### config.mk
export PLATFORM = sky130hd
export DESIGN_NAME = arp_responder_axis
export DESIGN_NICKNAME = d
export VERILOG_FILES = /design/src/rtl/arp_responder_axis.sv
export SDC_FILE = /design/constraint.sdc
export NUM_CORES = 1
export LEC_CHECK = 0
export CORE_ASPECT_RATIO = 0.6
export CORE_MARGIN = 3
export CORE_UTILIZATION = 51
export CTS_BUF_LIST = sky130_fd_sc_hd__clkbuf_16
export CTS_CLUSTER_SIZE = 8
export DETAILED_ROUTE_END_ITERATION = 6
export PLACE_DENSITY = 0.81
export SLEW_MARGIN = 20
export SYNTH_ARGS = -nofsm -noshare
export SYNTH_HDL_FRONTEND = slang
export SYNTH_SLANG_ARGS = --single-unit
### constraint.sdc
create_clock -name I_CLK -period 4.6 [get_ports I_CLK]
set_clock_uncertainty 0.2 [all_clocks]
set_input_delay 1.38 -clock I_CLK [delete_from_list [all_inputs] [get_ports I_CLK]]
set_output_delay 1.38 -clock I_CLK [all_outputs]
set_load 0.01 [all_outputs]
### src/rtl/arp_responder_axis.sv
// ARP responder: parses the MAC RX stream and answers IPv4 ARP requests for the
// local address with one reply frame on the TX stream.
module arp_responder_axis #(
  parameter int          P_DATA_BYTES = 1,
  parameter logic [47:0] P_LOCAL_MAC  = 48'h02_00_00_00_00_01,
  parameter logic [31:0] P_LOCAL_IPV4 = 32'hC0_A8_01_0A,
  parameter bit          P_PAD_TO_60  = 1'b1
) (
  input  logic                      I_CLK,
  input  logic                      I_RESET_N,
  output logic                      S_AXIS_TREADY,
  input  logic                      S_AXIS_TVALID,
  input  logic [8*P_DATA_BYTES-1:0] S_AXIS_TDATA,
  input  logic [P_DATA_BYTES-1:0]   S_AXIS_TKEEP,
  input  logic                      S_AXIS_TLAST,
  input  logic                      S_AXIS_TUSER,
  input  logic                      M_AXIS_TREADY,
  output logic                      M_AXIS_TVALID,
  output logic [8*P_DATA_BYTES-1:0] M_AXIS_TDATA,
  output logic [P_DATA_BYTES-1:0]   M_AXIS_TKEEP,
  output logic                      M_AXIS_TLAST,
  output logic                      M_AXIS_TUSER,
  output logic [15:0]               O_REPLY_CNT,
  output logic [15:0]               O_DROP_CNT
);

  localparam int DW         = 8 * P_DATA_BYTES;
  localparam int REPLY_LEN  = P_PAD_TO_60 ? 60 : 42;
  localparam int N_BEATS    = (REPLY_LEN + P_DATA_BYTES - 1) / P_DATA_BYTES;
  localparam int LAST_BYTES = REPLY_LEN - (N_BEATS - 1) * P_DATA_BYTES;
  localparam logic [P_DATA_BYTES-1:0] LAST_KEEP = P_DATA_BYTES'((1 << LAST_BYTES) - 1);

  typedef enum logic [1:0] {IDLE, LOAD, SEND} state_t;

  // Fixed ARP/Ethernet header bytes of a request (offsets 12..21)
  function automatic logic [7:0] hdr_byte(input int off);
    case (off)
      12: hdr_byte = 8'h08;
      13: hdr_byte = 8'h06;
      15: hdr_byte = 8'h01;
      16: hdr_byte = 8'h08;
      18: hdr_byte = 8'h06;
      19: hdr_byte = 8'h04;
      21: hdr_byte = 8'h01;
      default: hdr_byte = 8'h00;
    endcase
  endfunction

  function automatic logic [7:0] reply_byte(input int off, input logic [47:0] sha,
                                            input logic [31:0] spa);
    if (off < 6)                    reply_byte = 8'(sha >> (8 * (5 - off)));
    else if (off < 12)              reply_byte = 8'(P_LOCAL_MAC >> (8 * (11 - off)));
    else if (off < 21)              reply_byte = hdr_byte(off);
    else if (off == 21)             reply_byte = 8'h02;
    else if (off < 28)              reply_byte = 8'(P_LOCAL_MAC >> (8 * (27 - off)));
    else if (off < 32)              reply_byte = 8'(P_LOCAL_IPV4 >> (8 * (31 - off)));
    else if (off < 38)              reply_byte = 8'(sha >> (8 * (37 - off)));
    else if (off < 42)              reply_byte = 8'(spa >> (8 * (41 - off)));
    else                            reply_byte = 8'h00;
  endfunction

  logic        s_rdy_q, s_rdy_d;
  logic [5:0]  cnt_q, cnt_d;
  // mis: 0 not broadcast, 1 not local MAC, 2 ethertype, 3 htype/ptype/hlen/plen, 4 oper, 5 tpa
  logic [5:0]  mis_q, mis_d;
  logic [47:0] sha_q, sha_d, rsha_q, rsha_d;
  logic [31:0] spa_q, spa_d, rspa_q, rspa_d;
  state_t      state_q, state_d;
  logic [5:0]  beat_q, beat_d;
  logic [15:0] reply_cnt_q, reply_cnt_d, drop_cnt_q, drop_cnt_d;
  logic        req_valid;
  logic [7:0]  b;
  int          tot, off, sh;

  assign s_rdy_d = 1'b1;

  always_comb begin
    cnt_d     = cnt_q;
    mis_d     = mis_q;
    sha_d     = sha_q;
    spa_d     = spa_q;
    req_valid = 1'b0;
    tot       = int'(cnt_q);
    off       = 0;
    sh        = 0;
    b         = '0;
    if (S_AXIS_TVALID && s_rdy_q) begin
      for (int i = 0; i < P_DATA_BYTES; i++) begin
        if (S_AXIS_TKEEP[i]) begin
          off = int'(cnt_q) + i;
          b   = 8'(S_AXIS_TDATA >> (8 * i));
          tot = tot + 1;
          if (off < 6) begin
            if (b != 8'hFF) mis_d[0] = 1'b1;
            if (b != 8'(P_LOCAL_MAC >> (8 * (5 - off)))) mis_d[1] = 1'b1;
          end else if (off == 12 || off == 13) begin
            if (b != hdr_byte(off)) mis_d[2] = 1'b1;
          end else if (off >= 14 && off <= 19) begin
            if (b != hdr_byte(off)) mis_d[3] = 1'b1;
          end else if (off == 20 || off == 21) begin
            if (b != hdr_byte(off)) mis_d[4] = 1'b1;
          end else if (off >= 22 && off <= 27) begin
            sh    = 8 * (27 - off);
            sha_d = (sha_d & ~(48'hFF << sh)) | (48'(b) << sh);
          end else if (off >= 28 && off <= 31) begin
            sh    = 8 * (31 - off);
            spa_d = (spa_d & ~(32'hFF << sh)) | (32'(b) << sh);
          end else if (off >= 38 && off <= 41) begin
            if (b != 8'(P_LOCAL_IPV4 >> (8 * (41 - off)))) mis_d[5] = 1'b1;
          end
        end
      end
      if (S_AXIS_TLAST) begin
        req_valid = !S_AXIS_TUSER && (tot >= 42) && !(mis_d[0] && mis_d[1]) &&
                    (mis_d[5:2] == 4'b0);
        cnt_d = '0;
        mis_d = '0;
      end else begin
        cnt_d = (tot > 42) ? 6'd42 : 6'(tot);
      end
    end
  end

  // A request arriving while a reply is in flight is dropped, not queued
  always_comb begin
    state_d     = state_q;
    beat_d      = beat_q;
    rsha_d      = rsha_q;
    rspa_d      = rspa_q;
    reply_cnt_d = reply_cnt_q;
    drop_cnt_d  = drop_cnt_q;
    if (req_valid) begin
      if (state_q == IDLE) state_d = LOAD;
      else                 drop_cnt_d = drop_cnt_q + 16'd1;
    end
    case (state_q)
      LOAD: begin
        rsha_d  = sha_q;
        rspa_d  = spa_q;
        beat_d  = '0;
        state_d = SEND;
      end
      SEND: begin
        if (M_AXIS_TREADY) begin
          if (int'(beat_q) == N_BEATS - 1) begin
            state_d     = IDLE;
            beat_d      = '0;
            reply_cnt_d = reply_cnt_q + 16'd1;
          end else begin
            beat_d = beat_q + 6'd1;
          end
        end
      end
      default: ;
    endcase
  end

  always_comb begin
    M_AXIS_TDATA = '0;
    for (int i = 0; i < P_DATA_BYTES; i++) begin
      if (state_q == SEND && (int'(beat_q) * P_DATA_BYTES + i) < REPLY_LEN)
        M_AXIS_TDATA = M_AXIS_TDATA |
          (DW'(reply_byte(int'(beat_q) * P_DATA_BYTES + i, rsha_q, rspa_q)) << (8 * i));
    end
  end

  assign M_AXIS_TVALID = (state_q == SEND);
  assign M_AXIS_TLAST  = (state_q == SEND) && (int'(beat_q) == N_BEATS - 1);
  assign M_AXIS_TKEEP  = (state_q != SEND) ? '0 : (M_AXIS_TLAST ? LAST_KEEP : '1);
  assign M_AXIS_TUSER  = 1'b0;
  assign S_AXIS_TREADY = s_rdy_q;
  assign O_REPLY_CNT   = reply_cnt_q;
  assign O_DROP_CNT    = drop_cnt_q;

  always_ff @(posedge I_CLK or negedge I_RESET_N) begin
    if (!I_RESET_N) begin
      s_rdy_q     <= 1'b0;
      cnt_q       <= '0;
      mis_q       <= '0;
      sha_q       <= '0;
      spa_q       <= '0;
      rsha_q      <= '0;
      rspa_q      <= '0;
      state_q     <= IDLE;
      beat_q      <= '0;
      reply_cnt_q <= '0;
      drop_cnt_q  <= '0;
    end else begin
      s_rdy_q     <= s_rdy_d;
      cnt_q       <= cnt_d;
      mis_q       <= mis_d;
      sha_q       <= sha_d;
      spa_q       <= spa_d;
      rsha_q      <= rsha_d;
      rspa_q      <= rspa_d;
      state_q     <= state_d;
      beat_q      <= beat_d;
      reply_cnt_q <= reply_cnt_d;
      drop_cnt_q  <= drop_cnt_d;
    end
  end

endmodule

==> out/metrics.csv, run 1 <==
metric;value;unit
run_status;complete, no violations;
crit_path_frequent_cell;buf_4;
cellPowerDensity;316;mW/mm^2
async_reset_ff_frac;1.00;
fin_crit;4.48;ns
dpl.hpwl;18500;um
drtAntennaViolNets;0;
hold_path.class;reg -> reg;
viasPerCell;6.08;
cts_buffers;30;
cts-root-buf;clkbuf_16;
slowest_delay;0.41;ns
wl_per_cell;21.2;um
via_count;7746;
crit_path_top_delay_cell;dfrtp_1;
synth_fp_nets;959;
synth.yosys.seq_area_share;0.489;
yosysWarnings;0;
grt_max_degree;70;
io_buffers;58;
finalNetCount;1044;
critical_path.startpoint_type;register;
vdd_drop_max;0.000337;V
path_class;reg -> out;
max-slew-margin-rel;0.380;
path_cells;inv_1 > ha_1 > buf_4 > a211oi_1 > o211ai_1 > buf_4 > nor2b_1 > o41ai_2 > o2111a_1 > nor3_1 > dlygate4sd2_1;
syn_to_final_growth;17.7;%
coreArea;0.0205;sq mm
postCtsHoldBufs;0;
drtPass1Iterations;5;
hold_viol;0;
cts.path.max_buffers;3;
cp.arrival;2.90;ns
avgSynthCellArea;11.9;sq um
clock-sinks;213;
die-height;119;um
cellLeakagePower;0.00596;uW
grt_pass1_vias;7911;
syn_inst;914;
cp_num_buf_inv;4;
drc;0;
end_kind;primary output;
ys_ff_latch;213;
ys.flop_type;dfrtp_1;
initial_core_util;0.532;
clkLatencyLatePin;0.55;ns
finalPower;4050;uW
yosys.area.top_type;dfrtp_1;
placedCellCount;1239;
final_cells;1273;
period_share;0.974;
overflow;0;
synthTopCellsByArea;dfrtp_1, mux2_2, ha_1;
final_max_slew_viol_count;0;
finalSetupViolations;0;
antenna_found_initial;0;
place_congestion;0.947;
synth_edf_count;0;
post-place-ws;-0.000553;ns
wl;26900;um
h-tree-depth;1;
tritoncts;done;
synth_area;0.0109;sq mm
rsz0062_at_grt;yes;
path_max_fanout;9;
antenna_cells;0;
grt_pass1_wl;43800;um
drt_iter0_drc;621;
die_width;195;um
layout_setup_ws;0.120;ns
num_io_pins;60;
die-area;0.0232;sq mm
required;3.02;ns
clk_pin_slew_worst_paths;0.06;ns
rows;40;
drv_cap;0;
synth_cell_type_count;78;
r2r_slack;0.58;ns
drive_gt1_frac;0.299;
fin_util;0.627;
grt_usage;0.234;
fmaxAchievable;223;MHz
yosys.area.top_type_share;0.489;
cpLargestDelayFamily;buffers and inverters;
worstMarginPinSlew;0.917;ns
-- sequential cells by signal, summed over array words and instances (netlist names) --
signal / flops
rsha_q: 48
state_q: 2
spa_q: 32
rspa_q: 32
cnt_q: 6
sha_q: 48
mis_q: 6
beat_q: 6
S_AXIS_TREADY: 1
O_REPLY_CNT: 16
O_DROP_CNT: 16
-- metal layers --
layer | track usage | wire length (um) | vias up
met3 | 0.0450 | 1990 | 42
met2 | 0.349 | 11700 | 293
met1 | 0.357 | 12800 | 3923
met4 | 0.0498 | 483 | 0
li1 | - | - | 3488
met5 | 0 | 0 | -
-- worst paths after layout --
check,cells after the start,start,endpoint
max in group asynchronous,2,I_RESET_N,beat_q[3]
worst min register to register,1,O_REPLY_CNT[15],O_REPLY_CNT[15]
worst max-delay path,11,beat_q[1],M_AXIS_TDATA[0]
min in group asynchronous,1,I_RESET_N,O_DROP_CNT[14]
worst max register to register,10,cnt_q[2],state_q[0]
worst min-delay path,1,O_REPLY_CNT[15],O_REPLY_CNT[15]
-- what timing repair did --
action                                  in CTS  in global routing
endpoints found under the setup margin       8                  8
setup buffers                                2                  0
resized for setup                            9                 16
pin swaps                                    0                  2
-- worst reg2reg max path, delay by kind of cell, from the launching register on --
| family | cells | cell delay, ns |
|---|---|---|
| AO/OA/AOI/OAI | 4 | 1.06 |
| AND/OR/NAND/NOR | 2 | 0.92 |
| flip-flops | 1 | 0.59 |
| buffers and inverters | 2 | 0.50 |
| adder cells (fa/ha/maj) | 1 | 0.44 |
| multiplexers | 1 | 0.22 |
-- per-stage QoR --
stage          hold slack (ns)   TNS (ns)  area, sq um
2_1_floorplan            0.256          0        10900
4_1_cts                  0.276          0        12800
5_1_grt                  0.292    -0.0468        12800
3_5_place_dp             0.263  -0.000553        12000
6_report                 0.280          0        12800
3_3_place_gp             0.262          0        12000
-- cell usage in the layout (no fill, tap or decap), types with 7 or more instances in the layout --
| cell | n |
|---|---|
| dfrtp_1 | 211 |
| mux2_2 | 162 |
| nand2_1 | 55 |
| nor2_1 | 50 |
| buf_4 | 50 |
| clkdlybuf4s50_1 | 49 |
| clkbuf_16 | 30 |
| ha_1 | 26 |
| inv_1 | 21 |
| o21ai_0 | 21 |
| a21oi_1 | 21 |
| xor2_1 | 20 |
| nand3_1 | 19 |
| nor3_1 | 17 |
| mux4_2 | 16 |
| nor4_1 | 14 |
| xnor2_1 | 14 |
| nand4_1 | 13 |
| mux2i_1 | 12 |
| nand2b_1 | 12 |
| and3_1 | 9 |
| a31oi_1 | 8 |
| nor4_2 | 8 |
| nor2b_1 | 7 |
| nand3b_1 | 7 |
-- report_power, final --
| part | leakage (uW) | internal [uW] | switching (uW) | total, uW |
|---|---|---|---|---|
| Clock | 0.000390 | 1140 | 775 | 1920 |
| Sequential | 0.00296 | 1880 | 6.76 | 1890 |
| Combinational | 0.00260 | 72.3 | 165 | 238 |
| Total | 0.00596 | 3100 | 947 | 4050 |
-- area by class of cell --
| cell class | instances | area (sq um) |
|---|---|---|
| tap | 273 | 342 |
| sequential | 213 | 5330 |
| multi-input combinational | 623 | 5290 |
| inverter | 21 | 78.8 |
| fill | 1550 | 7640 |
| clock inverter | 3 | 38.8 |
| timing repair buffer | 110 | 997 |
| clock buffer | 30 | 751 |
-- logic make-up (layout without fill, tap and decap cells) --
kind of cell / count (synthesis) / in the layout / share of synthesized area
AO/OA/AOI/OAI: 117 / 117 / 0.0767
XOR/XNOR: 34 / 34 / 0.0273
adder cells (fa/ha/maj): 30 / 30 / 0.0345
buffers and inverters: 78 / 164 / 0.0313
flip-flops: 213 / 213 / 0.489
multiplexers: 190 / 190 / 0.212
other: 2 / 2 / 0.000689
AND/OR/NAND/NOR: 250 / 250 / 0.129
-- Yosys cell counts, drive strengths merged (4+ instances only) --
library cell    n
dfrtp         213
mux2          162
nand2          55
nor2           51
clkbuf         39
ha             30
nor4           24
o21ai          22
a21oi          21
inv            21
xor2           20
nand3          19
nor3           19
buf            18
mux4           16
xnor2          14
nand4          13
mux2i          12
nand2b         12
and3            9
a31oi           8
nand3b          7
nor2b           7
a211oi          6
and2            6
a22oi           5
a2bb2oi         4
a41oi           4
nand4b          4
or2             4
or3             4
or4             4
Note: power is estimated with default switching activity, not from simulation.
==> run 2: changes to the inputs <==
CORE_MARGIN = 5   (was 3)
==> run 2 against run 1 <==
Non-clock buffer count grew 5; sequential power is essentially flat; combinational power down 3%.
==> out/metrics.csv, run 2 (synthesis results as in run 1) <==
metric;value;unit
clkLatencyLatePin;0.53;ns
cts_buffers;30;
io_buffers;58;
r2r_end;O_DROP_CNT[4];
p_switching;906;uW
die-area;0.0245;sq mm
overflow;0;
place_congestion;0.922;
drive_gt1_frac;0.302;
initial_core_util;0.518;
crit_path_frequent_cell;buf_4;
r2r_cells;10;
drtPass1Iterations;5;
r2r_slack;0.67;ns
critical_path.startpoint_type;register;
final_common_cell;dfrtp_1;
wl_per_cell;20.8;um
clk_pin_slew_worst_paths;0.05;ns
coreArea;0.0210;sq mm
crit_path_top_delay_cell;dfrtp_1;
die_width;199;um
final_cell_mix;dfrtp_1, mux2_2, nand2_1, buf_4, nor2_1;
cp.arrival;2.93;ns
antenna_cells;0;
cts.path.max_buffers;3;
final_max_slew_viol_count;0;
run_status;complete, no violations;
drv_cap;0;
hold_depth;1;
path_max_fanout;7;
fin_crit;4.51;ns
cts-root-buf;clkbuf_16;
required;3.02;ns
grt_pass1_wl;43200;um
grt_pass1_vias;7938;
final_cells;1285;
fin_util;0.611;
finalSetupViolations;0;
top_regs;rsha_q: 48 flops, sha_q: 48 flops;
min_to;O_DROP_CNT[15];
end_kind;primary output;
period_share;0.980;
worstMarginPinSlew;0.908;ns
finalNetCount;1049;
cellLeakagePower;0.00598;uW
grt_max_degree;70;
tritoncts;done;
drt_iter0_drc;737;
fmaxAchievable;222;MHz
power_frac_comb;0.057;
vdd_drop_max;0.000253;V
drc;0;
syn_to_final_growth;17.9;%
pwr-share-clk;0.472;
path_cells;buf_4 > ha_2 > nand2_1 > nor3_2 > o211ai_1 > buf_4 > nor2b_1 > o41ai_1 > o2111a_1 > nor3_1 > dlygate4sd2_1;
fin_tns_setup;0;ns
antenna_found_initial;0;
slowest_delay;0.38;ns
hold_viol;0;
num_io_pins;60;
via_count;7878;
rows;41;
dpl.hpwl;18000;um
p_int;3120;uW
viasPerCell;6.13;
cellPowerDensity;314;mW/mm^2
grt_usage;0.220;
placedCellCount;1245;
max-slew-margin-rel;0.386;
clock-sinks;213;
hold_slack;0.278;ns
seq_power_share;0.471;
hold_path.class;reg -> reg;
hold_start;O_DROP_CNT[15];
path_class;reg -> out;
die-height;123;um
wl;26700;um
h-tree-depth;1;
rsz0062_at_grt;yes;
drtAntennaViolNets;0;
postCtsHoldBufs;0;
switching_share;0.225;
r2r-start;cnt_q[2];
post-place-ws;0.104;ns
layout_setup_ws;0.0910;ns
run 2: how the worst max path moves through the flow:
stage,startpoint,to
final,beat_q[2],M_AXIS_TDATA[0]
after global routing,beat_q[2],M_AXIS_TDATA[0]
after CTS,beat_q[1],M_AXIS_TDATA[2]
after detailed placement,S_AXIS_TKEEP,O_DROP_CNT[1]
after global placement,S_AXIS_TKEEP,O_DROP_CNT[1]
after floorplan,beat_q[1],M_AXIS_TDATA[1]
run 2: timing repair:
action,CTS,global route
setup endpoints to repair,8,8
gates resized for setup,10,13
setup buffers,2,5
pin swaps,0,1
run 2: power groups by stage:
stage,Sequential [uW],Clock [uW],Combinational (uW)
after detailed placement,1930,0,228
final,1900,1900,232
after CTS,1900,1940,229
after floorplan,1920,0,128
after global placement,1930,0,224
after global routing,1890,2020,253
run 2: stage by stage:
| stage | instance area (sq um) | power, uW |
|---|---|---|
| finish | 12800 | 4030 |
| global route | 12800 | 4170 |
| CTS | 12800 | 4060 |
| detailed placement | 12000 | 2150 |
| global placement | 12000 | 2150 |
| floorplan | 10900 | 2050 |
run 2: cell type report:
type	instances	area, sq um
Clock buffer	31	776
Fill cell	1635	8190
Inverter	21	78.8
Sequential cell	213	5340
Tap cell	279	349
Multi-Input combinational cell	623	5260
Clock inverter	3	11.3
Timing Repair Buffer	115	1040
run 2: worst max-delay path: cells and delay by family (launching register included):
| family | cells | cell delay (ns) |
|---|---|---|
| buffers and inverters | 3 | 0.67 |
| AND/OR/NAND/NOR | 4 | 0.36 |
| adder cells (fa/ha/maj) | 1 | 0.23 |
| flip-flops | 1 | 0.38 |
| AO/OA/AOI/OAI | 3 | 0.75 |
run 2: per-layer routing:
| layer | global-route usage | up-vias | part of all wire |
|---|---|---|---|
| li1 | - | 3512 | - |
| met1 | 0.330 | 3985 | 0.47 |
| met2 | 0.329 | 336 | 0.43 |
| met3 | 0.0564 | 45 | 0.083 |
| met4 | 0.0418 | 0 | 0.016 |
| met5 | 0 | - | 0 |
